<file path="src/rtl/ex_stage.sv">
// MIPS execute stage: combinational ALU, branch-target adder and an iterative
// shift-add multiplier, with a registered EX/MEM-side output bundle.
module ex_stage (
    input  logic        clock,
    input  logic        reset,
    input  logic        hit,
    input  logic [31:0] readData1,
    input  logic [31:0] readData2,
    input  logic [31:0] signExImmediate,
    input  logic        RegDst,
    input  logic        ALUSrc,
    input  logic        MemtoReg,
    input  logic        RegWrite,
    input  logic        MemRead,
    input  logic        MemWrite,
    input  logic        Branch,
    input  logic [2:0]  ALUOp,
    input  logic [4:0]  rt,
    input  logic [4:0]  rd,
    input  logic [5:0]  funct,
    input  logic [31:0] nextPC,
    output logic [31:0] aluResultOut,
    output logic [31:0] writeDataOut,
    output logic [4:0]  writeRegOut,
    output logic [31:0] branchTargetOut,
    output logic        zeroOut,
    output logic        MemtoRegOut,
    output logic        RegWriteOut,
    output logic        MemReadOut,
    output logic        MemWriteOut,
    output logic        BranchOut,
    output logic        hitOut,
    output logic        stall
);

    typedef enum logic {IDLE, BUSY} state_t;

    state_t      state_q, state_d;
    logic [31:0] mcand_q, mcand_d;
    logic [31:0] mplier_q, mplier_d;
    logic [31:0] acc_q, acc_d;
    logic [4:0]  count_q, count_d;

    logic [31:0] aluResult_q, aluResult_d;
    logic [31:0] writeData_q, writeData_d;
    logic [4:0]  writeReg_q, writeReg_d;
    logic [31:0] branchTarget_q, branchTarget_d;
    logic        zero_q, zero_d;
    logic        memtoReg_q, memtoReg_d;
    logic        regWrite_q, regWrite_d;
    logic        memRead_q, memRead_d;
    logic        memWrite_q, memWrite_d;
    logic        branch_q, branch_d;
    logic        hitOut_q, hitOut_d;

    logic [31:0] operandB;
    logic [31:0] aluResult;
    logic [31:0] accStep;
    logic        isMult;
    logic        loadBundle;
    logic        clearEnables;
    logic [31:0] bundleResult;

    // Single-cycle ALU; MULT yields 0 here because the product comes from acc.
    always_comb begin
        operandB  = ALUSrc ? signExImmediate : readData2;
        isMult    = (ALUOp == 3'b010) && (funct == 6'h18);
        aluResult = 32'd0;
        case (ALUOp)
            3'b000: aluResult = readData1 + operandB;
            3'b001: aluResult = readData1 - operandB;
            3'b010: begin
                case (funct)
                    6'h20:   aluResult = readData1 + operandB;
                    6'h22:   aluResult = readData1 - operandB;
                    6'h24:   aluResult = readData1 & operandB;
                    6'h25:   aluResult = readData1 | operandB;
                    6'h2A:   aluResult = {31'd0, $signed(readData1) < $signed(operandB)};
                    default: aluResult = 32'd0;
                endcase
            end
            3'b011:  aluResult = readData1 & operandB;
            3'b100:  aluResult = readData1 | operandB;
            3'b101:  aluResult = {31'd0, $signed(readData1) < $signed(operandB)};
            default: aluResult = 32'd0;
        endcase
    end

    assign accStep = acc_q + (mplier_q[0] ? mcand_q : 32'd0);

    assign stall = ~reset & (((state_q == IDLE) & hit & isMult) |
                             ((state_q == BUSY) & (count_q != 5'd31)));

    // Sequencing of the multiply unit and of the output bundle.
    always_comb begin
        state_d        = state_q;
        mcand_d        = mcand_q;
        mplier_d       = mplier_q;
        acc_d          = acc_q;
        count_d        = count_q;
        aluResult_d    = aluResult_q;
        writeData_d    = writeData_q;
        writeReg_d     = writeReg_q;
        branchTarget_d = branchTarget_q;
        zero_d         = zero_q;
        memtoReg_d     = memtoReg_q;
        regWrite_d     = regWrite_q;
        memRead_d      = memRead_q;
        memWrite_d     = memWrite_q;
        branch_d       = branch_q;
        hitOut_d       = hitOut_q;
        loadBundle     = 1'b0;
        clearEnables   = 1'b0;
        bundleResult   = aluResult;

        case (state_q)
            IDLE: begin
                if (hit && !isMult) begin
                    loadBundle = 1'b1;
                end else if (hit && isMult) begin
                    mcand_d      = readData1;
                    mplier_d     = readData2;
                    acc_d        = 32'd0;
                    count_d      = 5'd0;
                    state_d      = BUSY;
                    clearEnables = 1'b1;
                end else begin
                    clearEnables = 1'b1;
                end
            end
            BUSY: begin
                mcand_d  = mcand_q << 1;
                mplier_d = mplier_q >> 1;
                acc_d    = accStep;
                count_d  = count_q + 5'd1;
                if (count_q == 5'd31) begin
                    loadBundle   = 1'b1;
                    bundleResult = accStep;
                    state_d      = IDLE;
                end else begin
                    clearEnables = 1'b1;
                end
            end
            default: state_d = IDLE;
        endcase

        if (loadBundle) begin
            aluResult_d    = bundleResult;
            zero_d         = (bundleResult == 32'd0);
            writeData_d    = readData2;
            writeReg_d     = RegDst ? rd : rt;
            branchTarget_d = nextPC + {signExImmediate[29:0], 2'b00};
            memtoReg_d     = MemtoReg;
            regWrite_d     = RegWrite;
            memRead_d      = MemRead;
            memWrite_d     = MemWrite;
            branch_d       = Branch;
            hitOut_d       = 1'b1;
        end
        if (clearEnables) begin
            regWrite_d = 1'b0;
            memRead_d  = 1'b0;
            memWrite_d = 1'b0;
            branch_d   = 1'b0;
            hitOut_d   = 1'b0;
        end
    end

    // Reset aborts any multiply in flight and clears the whole output bundle.
    always_ff @(posedge clock) begin
        if (reset) begin
            state_q        <= IDLE;
            mcand_q        <= 32'd0;
            mplier_q       <= 32'd0;
            acc_q          <= 32'd0;
            count_q        <= 5'd0;
            aluResult_q    <= 32'd0;
            writeData_q    <= 32'd0;
            writeReg_q     <= 5'd0;
            branchTarget_q <= 32'd0;
            zero_q         <= 1'b0;
            memtoReg_q     <= 1'b0;
            regWrite_q     <= 1'b0;
            memRead_q      <= 1'b0;
            memWrite_q     <= 1'b0;
            branch_q       <= 1'b0;
            hitOut_q       <= 1'b0;
        end else begin
            state_q        <= state_d;
            mcand_q        <= mcand_d;
            mplier_q       <= mplier_d;
            acc_q          <= acc_d;
            count_q        <= count_d;
            aluResult_q    <= aluResult_d;
            writeData_q    <= writeData_d;
            writeReg_q     <= writeReg_d;
            branchTarget_q <= branchTarget_d;
            zero_q         <= zero_d;
            memtoReg_q     <= memtoReg_d;
            regWrite_q     <= regWrite_d;
            memRead_q      <= memRead_d;
            memWrite_q     <= memWrite_d;
            branch_q       <= branch_d;
            hitOut_q       <= hitOut_d;
        end
    end

    assign aluResultOut    = aluResult_q;
    assign writeDataOut    = writeData_q;
    assign writeRegOut     = writeReg_q;
    assign branchTargetOut = branchTarget_q;
    assign zeroOut         = zero_q;
    assign MemtoRegOut     = memtoReg_q;
    assign RegWriteOut     = regWrite_q;
    assign MemReadOut      = memRead_q;
    assign MemWriteOut     = memWrite_q;
    assign BranchOut       = branch_q;
    assign hitOut          = hitOut_q;

endmodule

</file>
<file path="config.mk">
export PLATFORM = sky130hd
export DESIGN_NAME = ex_stage
export DESIGN_NICKNAME = d
export VERILOG_FILES = /design/src/rtl/ex_stage.sv
export SDC_FILE = /design/constraint.sdc
export NUM_CORES = 1
export LEC_CHECK = 0
export ABC_CLOCK_PERIOD_IN_PS = 5590
export BUFFER_PORTS_ARGS = -buffer_cell sky130_fd_sc_hd__clkbuf_2
export CAP_MARGIN = 10
export CORE_ASPECT_RATIO = 1.75
export CORE_UTILIZATION = 54
export DETAILED_ROUTE_END_ITERATION = 16
export PLACE_DENSITY = 0.76
export SETUP_SLACK_MARGIN = 0.05
export SLEW_MARGIN = 0
export SYNTH_ARGS = -nofsm -noshare
export SYNTH_HDL_FRONTEND = slang
export SYNTH_SLANG_ARGS = --single-unit
export TNS_END_PERCENT = 20
</file>
<file path="constraint.sdc">
create_clock -name clock -period 5.59 [get_ports clock]
set_input_delay 1.118 -clock clock [delete_from_list [all_inputs] [get_ports clock]]
set_output_delay 1.118 -clock clock [all_outputs]
set_load 0.1 [all_outputs]
</file>
==> out/summary.json <==
{
  "worst_hold_path_type": {"value": "register to register"},
  "synth_seq_cells": {"value": 210},
  "drv_slew": {"value": 0},
  "die_area": {"value": 34300, "unit": "um2"},
  "routed-via-count": {"value": 19592},
  "detail_route.wl_per_cell": {"value": 21.2, "unit": "um"},
  "dpl_worst_slack": {"value": -366, "unit": "ps"},
  "nNetsFinal": {"value": 3089},
  "chipWidth": {"value": 140, "unit": "um"},
  "path_class": {"value": "primary input to register"},
  "dpl.hpwl": {"value": 52.2, "unit": "mm"},
  "synthesized_area_per_cell": {"value": 7.28, "unit": "um2"},
  "seq_area": {"value": 4210, "unit": "um2"},
  "finalHoldViolCount": {"value": 0},
  "critical-path-slowest-cell": {"value": "sky130_fd_sc_hd__a211oi_1"},
  "drt_iter0_drc": {"value": 1337},
  "critical_path.endpoint_type": {"value": "register"},
  "timing.critical_path.cells": {"value": "clkbuf_2, mux2i_1, buf_4, inv_1, ha_1, fa_1, nor2_1, a211oi_1, a21oi_1, nor3_1, a211oi_1, nand3_1, or4b_1, nor4_2, buf_4, nand4_1, a2111oi_2, nand4_1, o41ai_2"},
  "via_per_inst": {"value": 6.18},
  "drt_wl_total": {"value": 67.4, "unit": "mm"},
  "cts.repair_timing.setup_buffer_count": {"value": 0},
  "yosys_warns": {"value": 0},
  "globalplace.congestion": {"value": 0.976},
  "clock-sinks": {"value": 210},
  "finalSetupViolCount": {"value": 0},
  "cellPowerDensity": {"value": 242, "unit": "nW/um2"},
  "antenna_found_initial": {"value": 0},
  "buffers_from_clock_root_to_sink_at_most": {"value": 3},
  "cts-buffers-inserted": {"value": 23},
  "cts.reportedPaths.clkPinSlew": {"value": 70, "unit": "ps"},
  "ys.flop_type": {"value": "sky130_fd_sc_hd__dfxtp_1"},
  "post_synth_mux_area_share": {"value": 4.79, "unit": "%"},
  "worst_slew_margin_rel": {"value": 18.8, "unit": "%"},
  "crit_path_max_fanout": {"value": 3},
  "synth-simple-area-share": {"value": 23.4, "unit": "%"},
  "cts_tree": {"value": "done"},
  "multi_input_comb_area": {"value": 12800, "unit": "um2"},
  "coreArea": {"value": 32900, "unit": "um2"},
  "cts_resized": {"value": 0},
  "io_buffers": {"value": 265},
  "area.growth.synth_to_final": {"value": 17.4, "unit": "%"},
  "final_cell_mix": {"value": "sky130_fd_sc_hd__nor2_1, sky130_fd_sc_hd__a21oi_1, sky130_fd_sc_hd__clkbuf_2"},
  "cp.arrival": {"value": 5840, "unit": "ps"},
  "synth_compound_gate_area_share": {"value": 26.5, "unit": "%"},
  "rows": {"value": 88},
  "leading_cell_type_in_the_layout_fill_and_taps_excluded": {"value": "sky130_fd_sc_hd__nor2_1"},
  "grt_setup_unrepaired": {"value": "false"},
  "largest_net_degree_at_the_start_of_global_routing": {"value": 91},
  "synth_async_sr_flop_share": {"value": 0, "unit": "%"},
  "filler_cell_count": {"value": 2987},
  "max_freq": {"value": 186, "unit": "MHz"},
  "route.detailed.drc": {"value": 0},
  "grt_pass1_wl": {"value": 104, "unit": "mm"},
  "drt.antenna.violating_nets": {"value": 0},
  "cts_hold_buffers": {"value": 0},
  "cts_root_buffer": {"value": "sky130_fd_sc_hd__clkbuf_16"},
  "all_layer_global_routing_usage": {"value": 38.6, "unit": "%"},
  "tightest_slew": {"value": 1200, "unit": "ps"},
  "cp_slowest_stage_delay": {"value": 710, "unit": "ps"},
  "synth-edff-count": {"value": 0},
  "insertion_delay": {"value": 550, "unit": "ps"},
  "period_needed": {"value": 5380, "unit": "ps"},
  "synth_top_family_by_area": {"value": "compound AO/OA/AOI/OAI gates"},
  "final_layout_size_suffix_gt1_share": {"value": 17.7, "unit": "%"},
  "die_h": {"value": 244, "unit": "um"},
  "period_share": {"value": 96.2, "unit": "%"},
  "startpoint_type": {"value": "primary input"},
  "drt_pre_antenna_iters": {"value": 6},
  "cap_violations": {"value": 0},
  "setup_ws": {"value": 213, "unit": "ps"},
  "first_global_vias": {"value": 19540},
  "fin_total_pwr": {"value": 5.13, "unit": "mW"},
  "syn_area": {"value": 18100, "unit": "um2"},
  "ys_seq_area_share": {"value": 23.2, "unit": "%"},
  "io_pins": {"value": 266},
  "htree_levels": {"value": 1},
  "yosys.area_share.xor_xnor": {"value": 3.39, "unit": "%"},
  "worst_clock_skew": {"value": 25.5, "unit": "ps"},
  "worstPathRequired": {"value": 6050, "unit": "ps"},
  "antenna_cells": {"value": 0},
  "run_status": {"value": "complete, no violations"},
  "timing.setup.tns": {"value": 0, "unit": "ps"},
  "effective_utilization_at_floorplan": {"value": 54.9, "unit": "%"},
  "synthesis.nets": {"value": 2821},
  "globalRoute.totalOverflow": {"value": 0},
  "synth_cell_types": {"value": 96},
  "synth_adder_area_share": {"value": 12.6, "unit": "%"},
  "ir_worst_vdd": {"value": 0.399, "unit": "mV"},
  "leakage": {"value": 10.4, "unit": "nW"},
  "synthesis.instances": {"value": 2484}
}
==> registers in the layout, summed over array words and instances (netlist names) <==
| register | count |
|---|---|
| BranchOut | 1 |
| MemReadOut | 1 |
| MemWriteOut | 1 |
| MemtoRegOut | 1 |
| RegWriteOut | 1 |
| acc_q | 32 |
| aluResultOut | 32 |
| branchTargetOut | 32 |
| count_q | 5 |
| hitOut | 1 |
| mcand_q | 32 |
| mplier_q | 32 |
| state_q | 1 |
| writeDataOut | 32 |
| writeRegOut | 5 |
| zeroOut | 1 |
==> metal layers <==
metal | wire length [um] | vias up | GRT usage (%) | share of wire, %
met2 | 33400 | 822 | 69.1 | 50
met3 | 4460 | 225 | 4.68 | 6.6
met5 | 0 | - | 0 | 0
met4 | 3780 | 0 | 22.2 | 5.6
met1 | 25700 | 9199 | 43.7 | 38
li1 | - | 9346 | - | -
==> kinds of logic (layout without fill, tap and decap cells) <==
group	count (synthesis)	count (layout)
xor gates and xnor gates	70	70
and+or+nand+nor	915	915
muxes	86	86
adders and majority gates	180	180
AOI/OAI and AO/OA	739	739
buffers and inverters	284	566
DFF	210	210
==> worst max-delay path: cells and delay by family <==
family | cells | cell delay [ps]
and+or+nand+nor | 7 | 1710
buffers and inverters | 4 | 500
muxes | 1 | 240
adders and majority gates | 2 | 700
AOI/OAI and AO/OA | 5 | 1530
==> synth_stat cells (all sizes together) (7+ instances only) <==
cell | n | share of area [%]
nor2 | 376 | 7.8
o221ai | 14 | 0.71
dfxtp | 210 | 23
nand3 | 42 | 1.2
a221o | 7 | 0.39
nand2 | 222 | 4.6
nor3b | 9 | 0.46
xnor2 | 45 | 2.2
o21a | 22 | 0.91
nand2b | 22 | 0.76
nand4 | 18 | 0.62
o2bb2ai | 7 | 0.34
o21ai | 102 | 2.8
and2 | 36 | 1.2
o21bai | 17 | 0.71
or2 | 14 | 0.48
a2111oi | 7 | 0.51
o211a | 9 | 0.50
mux2i | 82 | 4.5
nor4 | 9 | 0.31
or3 | 14 | 0.48
o31ai | 10 | 0.47
a211oi | 34 | 1.4
nor3 | 48 | 1.3
ha | 176 | 12
a311oi | 12 | 0.58
a21oi | 314 | 8.7
xor2 | 25 | 1.2
a21o | 41 | 1.7
a221oi | 27 | 1.3
inv | 124 | 2.6
a31oi | 19 | 0.66
o22ai | 9 | 0.31
nor2b | 18 | 0.62
buf | 29 | 0.78
and3 | 58 | 2.0
o211ai | 16 | 0.66
clkbuf | 131 | 2.7
==> power by group <==
group | switching (mW) | internal [mW] | total, mW | leakage, nW
Combinational | 1.25 | 0.574 | 1.82 | 8.30
Sequential | 0.0330 | 1.56 | 1.59 | 1.71
Clock | 0.677 | 1.04 | 1.72 | 0.404
==> worst paths after layout <==
kind         slack (ps)  cells after the start                     startpoint                            end
max                 210                     19                         ALUSrc           zeroOut$_SDFFE_PP0P_
min                 450                      2  writeDataOut[23]$_SDFFE_PP0P_  writeDataOut[23]$_SDFFE_PP0P_
max reg2reg         640                     15        count_q[0]$_SDFFE_PP0P_           zeroOut$_SDFFE_PP0P_
min reg2reg         450                      2  writeDataOut[23]$_SDFFE_PP0P_  writeDataOut[23]$_SDFFE_PP0P_
==> final cells by class <==
cell class	instances	share of cell area (%)
multi-input combinational	1990	60.4
inverter	124	2.19
clock buffer	24	2.78
sequential	210	19.8
timing repair buffer	403	11.3
tap	405	2.39
clock inverter	15	1.16
==> stage by stage <==
step           cell area, um2  instances  hold WS (ps)  utilization (%)
5_1_grt                 21200       3171           466             64.5
3_5_place_dp            20400       3132           443             61.9
3_3_place_gp            20400       3132           438             61.9
6_report                21200       3171           453             64.5
4_1_cts                 21200       3171           452             64.4
2_1_floorplan           18100       2484           454                -
Note: power is estimated with default switching activity, not from simulation.
